===== src/rtl/display_scan_driver_pkg.sv =====
// Shared scan-driver definitions: FSM states, 24-bit pixel layout and BCM plane-bit extraction.
package display_scan_driver_pkg;

   localparam int PIX_W = 24;
   localparam int R_LSB = 16;
   localparam int G_LSB = 8;
   localparam int B_LSB = 0;

   typedef enum logic [2:0] {
      ST_RD_TOP = 3'd0,
      ST_RD_BOT = 3'd1,
      ST_SH_LO  = 3'd2,
      ST_SH_HI  = 3'd3,
      ST_LATCH  = 3'd4,
      ST_SHOW   = 3'd5
   } scan_state_e;

   // {R,G,B} bit at position bit_idx of each 8-bit channel
   function automatic logic [2:0] plane_bits(input logic [PIX_W-1:0] px, input logic [2:0] bit_idx);
      logic [4:0] r_idx;
      logic [4:0] g_idx;
      logic [4:0] b_idx;
      r_idx = 5'(R_LSB) + {2'b00, bit_idx};
      g_idx = 5'(G_LSB) + {2'b00, bit_idx};
      b_idx = 5'(B_LSB) + {2'b00, bit_idx};
      return {px[r_idx], px[g_idx], px[b_idx]};
   endfunction

endpackage


===== src/rtl/display_scan_bcm_timer.sv =====
// BCM show-window timer: loads base_ticks<<plane, counts down to the last SHOW cycle.
// With DISPLAY_SCAN_BRIGHTNESS_EN the OE window is cut to (ticks*brightness)>>8 cycles.
module display_scan_bcm_timer #(
   parameter int base_ticks = 4,
   parameter int BW         = 3,
   parameter int TW         = 10
) (
   input  logic          clk_i,
   input  logic          rst_i,
   input  logic          load_i,
   input  logic          run_i,
   input  logic [BW-1:0] plane_i,
`ifdef DISPLAY_SCAN_BRIGHTNESS_EN
   input  logic [7:0]    brightness_i,
`endif
   output logic          show_active_o,
   output logic          show_done_o
);

   logic [TW-1:0] ticks;
   logic [TW-1:0] rem_q, rem_d;

   assign ticks = TW'(base_ticks) << plane_i;

   always_comb begin
      rem_d = rem_q;
      if (load_i) begin
         rem_d = ticks - TW'(1);
      end else if (run_i && (rem_q != '0)) begin
         rem_d = rem_q - TW'(1);
      end
   end

   always_ff @(posedge clk_i) begin
      if (rst_i) begin
         rem_q <= '0;
      end else begin
         rem_q <= rem_d;
      end
   end

   assign show_done_o = (rem_q == '0);

`ifdef DISPLAY_SCAN_BRIGHTNESS_EN
   localparam int PW = TW + 8;
   logic [PW-1:0] scaled;
   logic [TW-1:0] lim_q, lim_d;

   // OE stays on while the remaining count is at or above ticks-threshold
   assign scaled = PW'(ticks) * PW'(brightness_i);

   always_comb begin
      lim_d = lim_q;
      if (load_i) begin
         lim_d = ticks - TW'(scaled >> 8);
      end
   end

   always_ff @(posedge clk_i) begin
      if (rst_i) begin
         lim_q <= '0;
      end else begin
         lim_q <= lim_d;
      end
   end

   assign show_active_o = (rem_q >= lim_q);
`else
   assign show_active_o = 1'b1;
`endif

endmodule


===== src/rtl/display_scan_driver.sv =====
// HUB75 BCM scan driver: reads the double-buffered memory and shifts/latches/shows each plane.
// Optional DISPLAY_SCAN_BRIGHTNESS_EN adds a brightness input that trims the OE window.
module display_scan_driver
   import display_scan_driver_pkg::*;
#(
   parameter int rows       = 8,
   parameter int columns    = 32,
   parameter int color_bits = 8,
   parameter int base_ticks = 4
) (
   input  logic                       clk,
   input  logic                       rst,
   input  logic                       flip_req,
   output logic                       flip_ack,
   output logic                       frame_done,
   output logic                       flip,
   output logic [$clog2(rows)-1:0]    rrow,
   output logic [$clog2(columns)-1:0] rcol,
   input  logic [PIX_W-1:0]           rdata,
`ifdef DISPLAY_SCAN_BRIGHTNESS_EN
   input  logic [7:0]                 brightness,
`endif
   output logic [2:0]                 hub_rgb0,
   output logic [2:0]                 hub_rgb1,
   output logic                       hub_clk,
   output logic                       hub_lat,
   output logic                       hub_oe,
   output logic [$clog2(rows/2)-1:0]  hub_addr
);

   localparam int HALF = rows / 2;
   localparam int AW   = $clog2(HALF);
   localparam int RW   = $clog2(rows);
   localparam int CW   = $clog2(columns);
   localparam int BW   = (color_bits > 1) ? $clog2(color_bits) : 1;
   localparam int MAXT = base_ticks << (color_bits - 1);
   localparam int TW   = $clog2(MAXT + 1);

   scan_state_e   state_q, state_d;
   logic [AW-1:0] a_q, a_d;
   logic [BW-1:0] b_q, b_d;
   logic [CW-1:0] c_q, c_d;
   logic [2:0]    top_q, top_d;
   logic [2:0]    rgb0_q, rgb0_d;
   logic [2:0]    rgb1_q, rgb1_d;
   logic [AW-1:0] addr_q, addr_d;
   logic          flip_q, flip_d;
   logic          pending_q, pending_d;
   logic          done_q, done_d;
   logic          ack_q, ack_d;

   logic          timer_load;
   logic          timer_run;
   logic          show_active;
   logic          show_done;
   logic [2:0]    bit_idx;

   assign bit_idx = 3'(8 - color_bits) + 3'(b_q);

   display_scan_bcm_timer #(
      .base_ticks (base_ticks),
      .BW         (BW),
      .TW         (TW)
   ) u_timer (
      .clk_i         (clk),
      .rst_i         (rst),
      .load_i        (timer_load),
      .run_i         (timer_run),
      .plane_i       (b_q),
`ifdef DISPLAY_SCAN_BRIGHTNESS_EN
      .brightness_i  (brightness),
`endif
      .show_active_o (show_active),
      .show_done_o   (show_done)
   );

   always_comb begin
      state_d    = state_q;
      a_d        = a_q;
      b_d        = b_q;
      c_d        = c_q;
      top_d      = top_q;
      rgb0_d     = rgb0_q;
      rgb1_d     = rgb1_q;
      addr_d     = addr_q;
      flip_d     = flip_q;
      pending_d  = pending_q | flip_req;
      done_d     = 1'b0;
      ack_d      = 1'b0;
      timer_load = 1'b0;
      timer_run  = 1'b0;
      unique case (state_q)
         ST_RD_TOP: state_d = ST_RD_BOT;
         ST_RD_BOT: begin
            top_d   = plane_bits(rdata, bit_idx);
            state_d = ST_SH_LO;
         end
         ST_SH_LO: begin
            rgb0_d  = top_q;
            rgb1_d  = plane_bits(rdata, bit_idx);
            state_d = ST_SH_HI;
         end
         ST_SH_HI: begin
            if (c_q == CW'(columns - 1)) begin
               c_d     = '0;
               state_d = ST_LATCH;
            end else begin
               c_d     = c_q + CW'(1);
               state_d = ST_RD_TOP;
            end
         end
         ST_LATCH: begin
            addr_d     = a_q;
            timer_load = 1'b1;
            state_d    = ST_SHOW;
         end
         ST_SHOW: begin
            timer_run = 1'b1;
            if (show_done) begin
               state_d = ST_RD_TOP;
               if (b_q == BW'(color_bits - 1)) begin
                  b_d = '0;
                  if (a_q == AW'(HALF - 1)) begin
                     // frame boundary: the only place the buffer select may move
                     a_d       = '0;
                     done_d    = 1'b1;
                     pending_d = 1'b0;
                     if (pending_q || flip_req) begin
                        flip_d = ~flip_q;
                        ack_d  = 1'b1;
                     end
                  end else begin
                     a_d = a_q + AW'(1);
                  end
               end else begin
                  b_d = b_q + BW'(1);
               end
            end
         end
         default: state_d = ST_RD_TOP;
      endcase
   end

   always_ff @(posedge clk) begin
      if (rst) begin
         state_q   <= ST_RD_TOP;
         a_q       <= '0;
         b_q       <= '0;
         c_q       <= '0;
         top_q     <= '0;
         rgb0_q    <= '0;
         rgb1_q    <= '0;
         addr_q    <= '0;
         flip_q    <= 1'b0;
         pending_q <= 1'b0;
         done_q    <= 1'b0;
         ack_q     <= 1'b0;
      end else begin
         state_q   <= state_d;
         a_q       <= a_d;
         b_q       <= b_d;
         c_q       <= c_d;
         top_q     <= top_d;
         rgb0_q    <= rgb0_d;
         rgb1_q    <= rgb1_d;
         addr_q    <= addr_d;
         flip_q    <= flip_d;
         pending_q <= pending_d;
         done_q    <= done_d;
         ack_q     <= ack_d;
      end
   end

   assign rrow       = (state_q == ST_RD_TOP) ? RW'(a_q) : (RW'(a_q) + RW'(HALF));
   assign rcol       = c_q;
   assign hub_clk    = (state_q == ST_SH_HI);
   assign hub_lat    = (state_q == ST_LATCH);
   assign hub_oe     = !((state_q == ST_SHOW) && show_active);
   assign hub_rgb0   = rgb0_q;
   assign hub_rgb1   = rgb1_q;
   assign hub_addr   = addr_q;
   assign flip       = flip_q;
   assign frame_done = done_q;
   assign flip_ack   = ack_q;

endmodule


===== config.mk =====
export PLATFORM = sky130hd
export DESIGN_NAME = display_scan_driver
export DESIGN_NICKNAME = d
export VERILOG_FILES = /design/src/rtl/display_scan_driver_pkg.sv /design/src/rtl/display_scan_bcm_timer.sv /design/src/rtl/display_scan_driver.sv
export SDC_FILE = /design/constraint.sdc
export NUM_CORES = 1
export LEC_CHECK = 0
export BUFFER_PORTS_ARGS = -buffer_cell sky130_fd_sc_hd__buf_2
export CAP_MARGIN = 0
export CORE_ASPECT_RATIO = 0.5
export CORE_UTILIZATION = 55
export CTS_BUF_LIST = sky130_fd_sc_hd__clkbuf_8
export DETAILED_ROUTE_END_ITERATION = 7
export PLACE_DENSITY = 0.81
export SYNTH_ARGS = -nofsm -noshare
export SYNTH_HDL_FRONTEND = slang
export SYNTH_SLANG_ARGS = --single-unit

===== constraint.sdc =====
create_clock -name clk -period 3.3 [get_ports clk]
set_input_delay 0.66 -clock clk [delete_from_list [all_inputs] [get_ports clk]]
set_output_delay 0.66 -clock clk [all_outputs]
set_load 0.05 [all_outputs]

==> results.cfg <==
[worst_setup_path]
cp_cell_sequence = or3b_2 > nand2_1 > ha_1 > or3b_2 > o311ai_0 > o21ai_0 > nor2_1 > nor3_1
worstRegToRegCells = 8
required_ns = 3.45
r2r_start = state_q[2]$_SDFFE_PP0P_
worstSetupPathType = flip-flop to flip-flop
r2r_setup_slack_ns = 0.51
crit_path_start = state_q[2]$_SDFFE_PP0P_
crit_top_cell = or3b_2
worst-path-buf-inv = 0
r2r_end = u_timer.rem_q[6]$_SDFFE_PP0P_
timing.critical_path.to = u_timer.rem_q[6]$_SDFFE_PP0P_
critPathTopFamily = simple AND/OR/NAND/NOR gates
endpoint_kind = flip-flop
cp_data_arrival_time_ns = 2.93
worst_path_largest_cell_delay_ns = 0.65
cp.depth = 8
cp_max_fo = 17
slowest_stage = or3b_2
crit_path_start_kind = flip-flop

[logic_synthesis]
synth.distinct_cells = 47
synth_top_area_share = 0.3581
synth_largest_area_cell = dfxtp_1
syn_area_sq_mm = 0.002125
synth_area_leaders = dfxtp_1, mux4_2, ha_1
synth_nets = 285
synth_seq_cells = 38
ys.flop_type = dfxtp_1
synth-seq-area-share = 0.3581
synth-edff-count = 0
synthCells = 248
postSynthAreaPerCell_sq_um = 8.567
ys_warn_count = 0
async_reset_ff_frac = 0

[clock_tree]
cts.clk_slew.worst_paths_ns = 0.07
cts-hold-fix-buffers = 0
clk_latency_ns = 0.29
clockBufferDepth = 2
cts_tree = yes
post_cts_resized = 0
clkSinkCount = 38
cts.htree.levels = 2
cts_setup_buffers = 0
cts_buffers = 5
root_buffer = clkbuf_8

[timing]
worst_pin_slew_ns = 0.8199
finalSetupTns_ns = 0
final_hold_viol_count = 0
clock_skew_ns = 0.005730
finalCritPeriodShare = 0.8446
fmax_ghz = 0.3588
setup_viol = 0
post-route-min-period_ns = 2.787
finalWorstSetupSlack_ns = 0.5127
slew_violations = 0
maxSlewHeadroom = 0.4463
rsz0062_at_grt = no

[placed_design]
portBuffers = 48
place_ws_ns = 0.5600
hpwl_mm = 3.595
gp_congestion = 0.8583

[finish]
layout.cells.most_common = buf_2
final_cell_mix = buf_2, dfxtp_1, nor2_1
num_antenna_cells = 0
fin_util = 0.6961
nets = 325
drive_above_1_share = 0.2431
fill_cells = 298
areaGrowthSynthToFinish_pct = 16.84

[job]
maxCapViolations = 0

[routing]
drcViolationCount = 0
first_pass_iters = 4
antenna_left = 0
num_vias = 2056
vias_per_cell = 6.065
drt-initial-drc-count = 114
drt-total-wl_mm = 5.039
post_drt_wl_per_cell_um = 14.86

[hold_path]
hold_path.class = flip-flop to flip-flop

[status]
status = finished, final reports clean

[grt]
grtUsageTotal = 0.2499
grt_pass1_wl_mm = 7.955
antenna_found_initial = 0
grt_pass1_vias = 1787
grt_overflow = 0
grt_max_degree = 42

[floorplan]
die-height_um = 45.95
initial_core_util = 0.5958
fp.dieArea_sq_mm = 0.004131
io_pins = 49
core_area_sq_mm = 0.003566
num_rows = 15
dieWidth_um = 89.90

[pwr]
p_per_area_mw_per_mm2 = 396.7
p_leak_uw = 0.001046
ir_drop_v = 0.0002053
==> synthesized netlist by cell type, types with 3 or more instances <==
master,instances
o21ai_0,17
or3_1,4
nand2_1,18
nor3_1,10
nand2b_1,3
dfxtp_1,38
a21oi_1,18
inv_1,6
mux4_2,6
a31oi_1,4
clkbuf_1,9
a211oi_1,9
ha_1,10
mux2i_1,7
nand3b_1,4
or4_1,3
nand3_1,10
nor2_1,29
buf_2,5
==> how the worst min path moves through the flow <==
| stage | start | depth (start not counted) | to |
|---|---|---|---|
| after floorplan | u_timer.rem_q[9]$_SDFFE_PP0P_ | 2 | u_timer.rem_q[9]$_SDFFE_PP0P_ |
| after global placement | hub_addr[0]$_SDFFE_PP0N_ | 2 | hub_addr[0]$_SDFFE_PP0N_ |
| after detailed placement | hub_addr[1]$_SDFFE_PP0N_ | 2 | hub_addr[1]$_SDFFE_PP0N_ |
| after CTS | hub_addr[1]$_SDFFE_PP0N_ | 2 | hub_addr[1]$_SDFFE_PP0N_ |
| after global routing | hub_addr[1]$_SDFFE_PP0N_ | 2 | hub_addr[1]$_SDFFE_PP0N_ |
| final | hub_addr[1]$_SDFFE_PP0N_ | 2 | hub_addr[1]$_SDFFE_PP0N_ |
==> layout make-up <==
type,instances,area (sq um),area share
Clock buffer,6,82.58,0.03327
Clock inverter,1,30.03,0.01210
Inverter,7,26.28,0.01058
Multi-Input combinational cell,187,1271,0.5121
Sequential cell,38,760.7,0.3065
Tap cell,51,63.81,0.02571
Timing Repair Buffer,49,247.7,0.09980
==> per-layer routing <==
layer | part of all wire | global-route usage | vias to the layer above | routed length [um]
met5 | 0 | 0 | - | 0
met4 | 0.016 | 0.1129 | 0 | 79
met3 | 0.058 | 0.06333 | 10 | 291
met2 | 0.47 | 0.4400 | 70 | 2353
met1 | 0.46 | 0.3025 | 982 | 2315
li1 | - | - | 994 | -
==> state kept, by name (all words and copies together) (netlist names), 2 cells and up <==
name	flops
u_timer.rem_q	10
rcol	5
b_q	3
hub_rgb0	3
hub_rgb1	3
state_q	3
top_q	3
a_q	2
hub_addr	2
==> cells by family after synthesis <==
family                     Yosys count  share of synthesized area
AOI/OAI and AO/OA                   62                     0.1838
buffers and inverters               23                    0.04358
DFF                                 38                     0.3581
xor gates and xnor gates             4                    0.01649
and+or+nand+nor                     98                     0.2426
muxes                               13                    0.09659
adders and majority gates           10                    0.05889
==> where the power goes <==
group	switching, uW	total (uW)	internal (uW)
combinational	62.2	99.7	37.6
sequential	12.0	483	471
clock	161	402	242
total	235	985	750
==> worst reg2reg max path, stage by stage, from the launching register on <==
cell,delay (ns)
dfxtp_1,0.49
or3b_2,0.65
nand2_1,0.15
ha_1,0.31
or3b_2,0.49
o311ai_0,0.26
o21ai_0,0.13
nor2_1,0.11
nor3_1,0.05
==> through the flow <==
stage	total power [uW]	hold slack [ns]	cell area, sq um	cells
final	984.7	0.4598	2482	339
after CTS	991.6	0.4615	2482	339
after detailed placement	592.2	0.4504	2370	332
after global routing	1018	0.4804	2482	339
after global placement	587.8	0.4453	2370	332
after floorplan	559.4	0.4563	2125	248
Power figures use the tool's default switching activity.
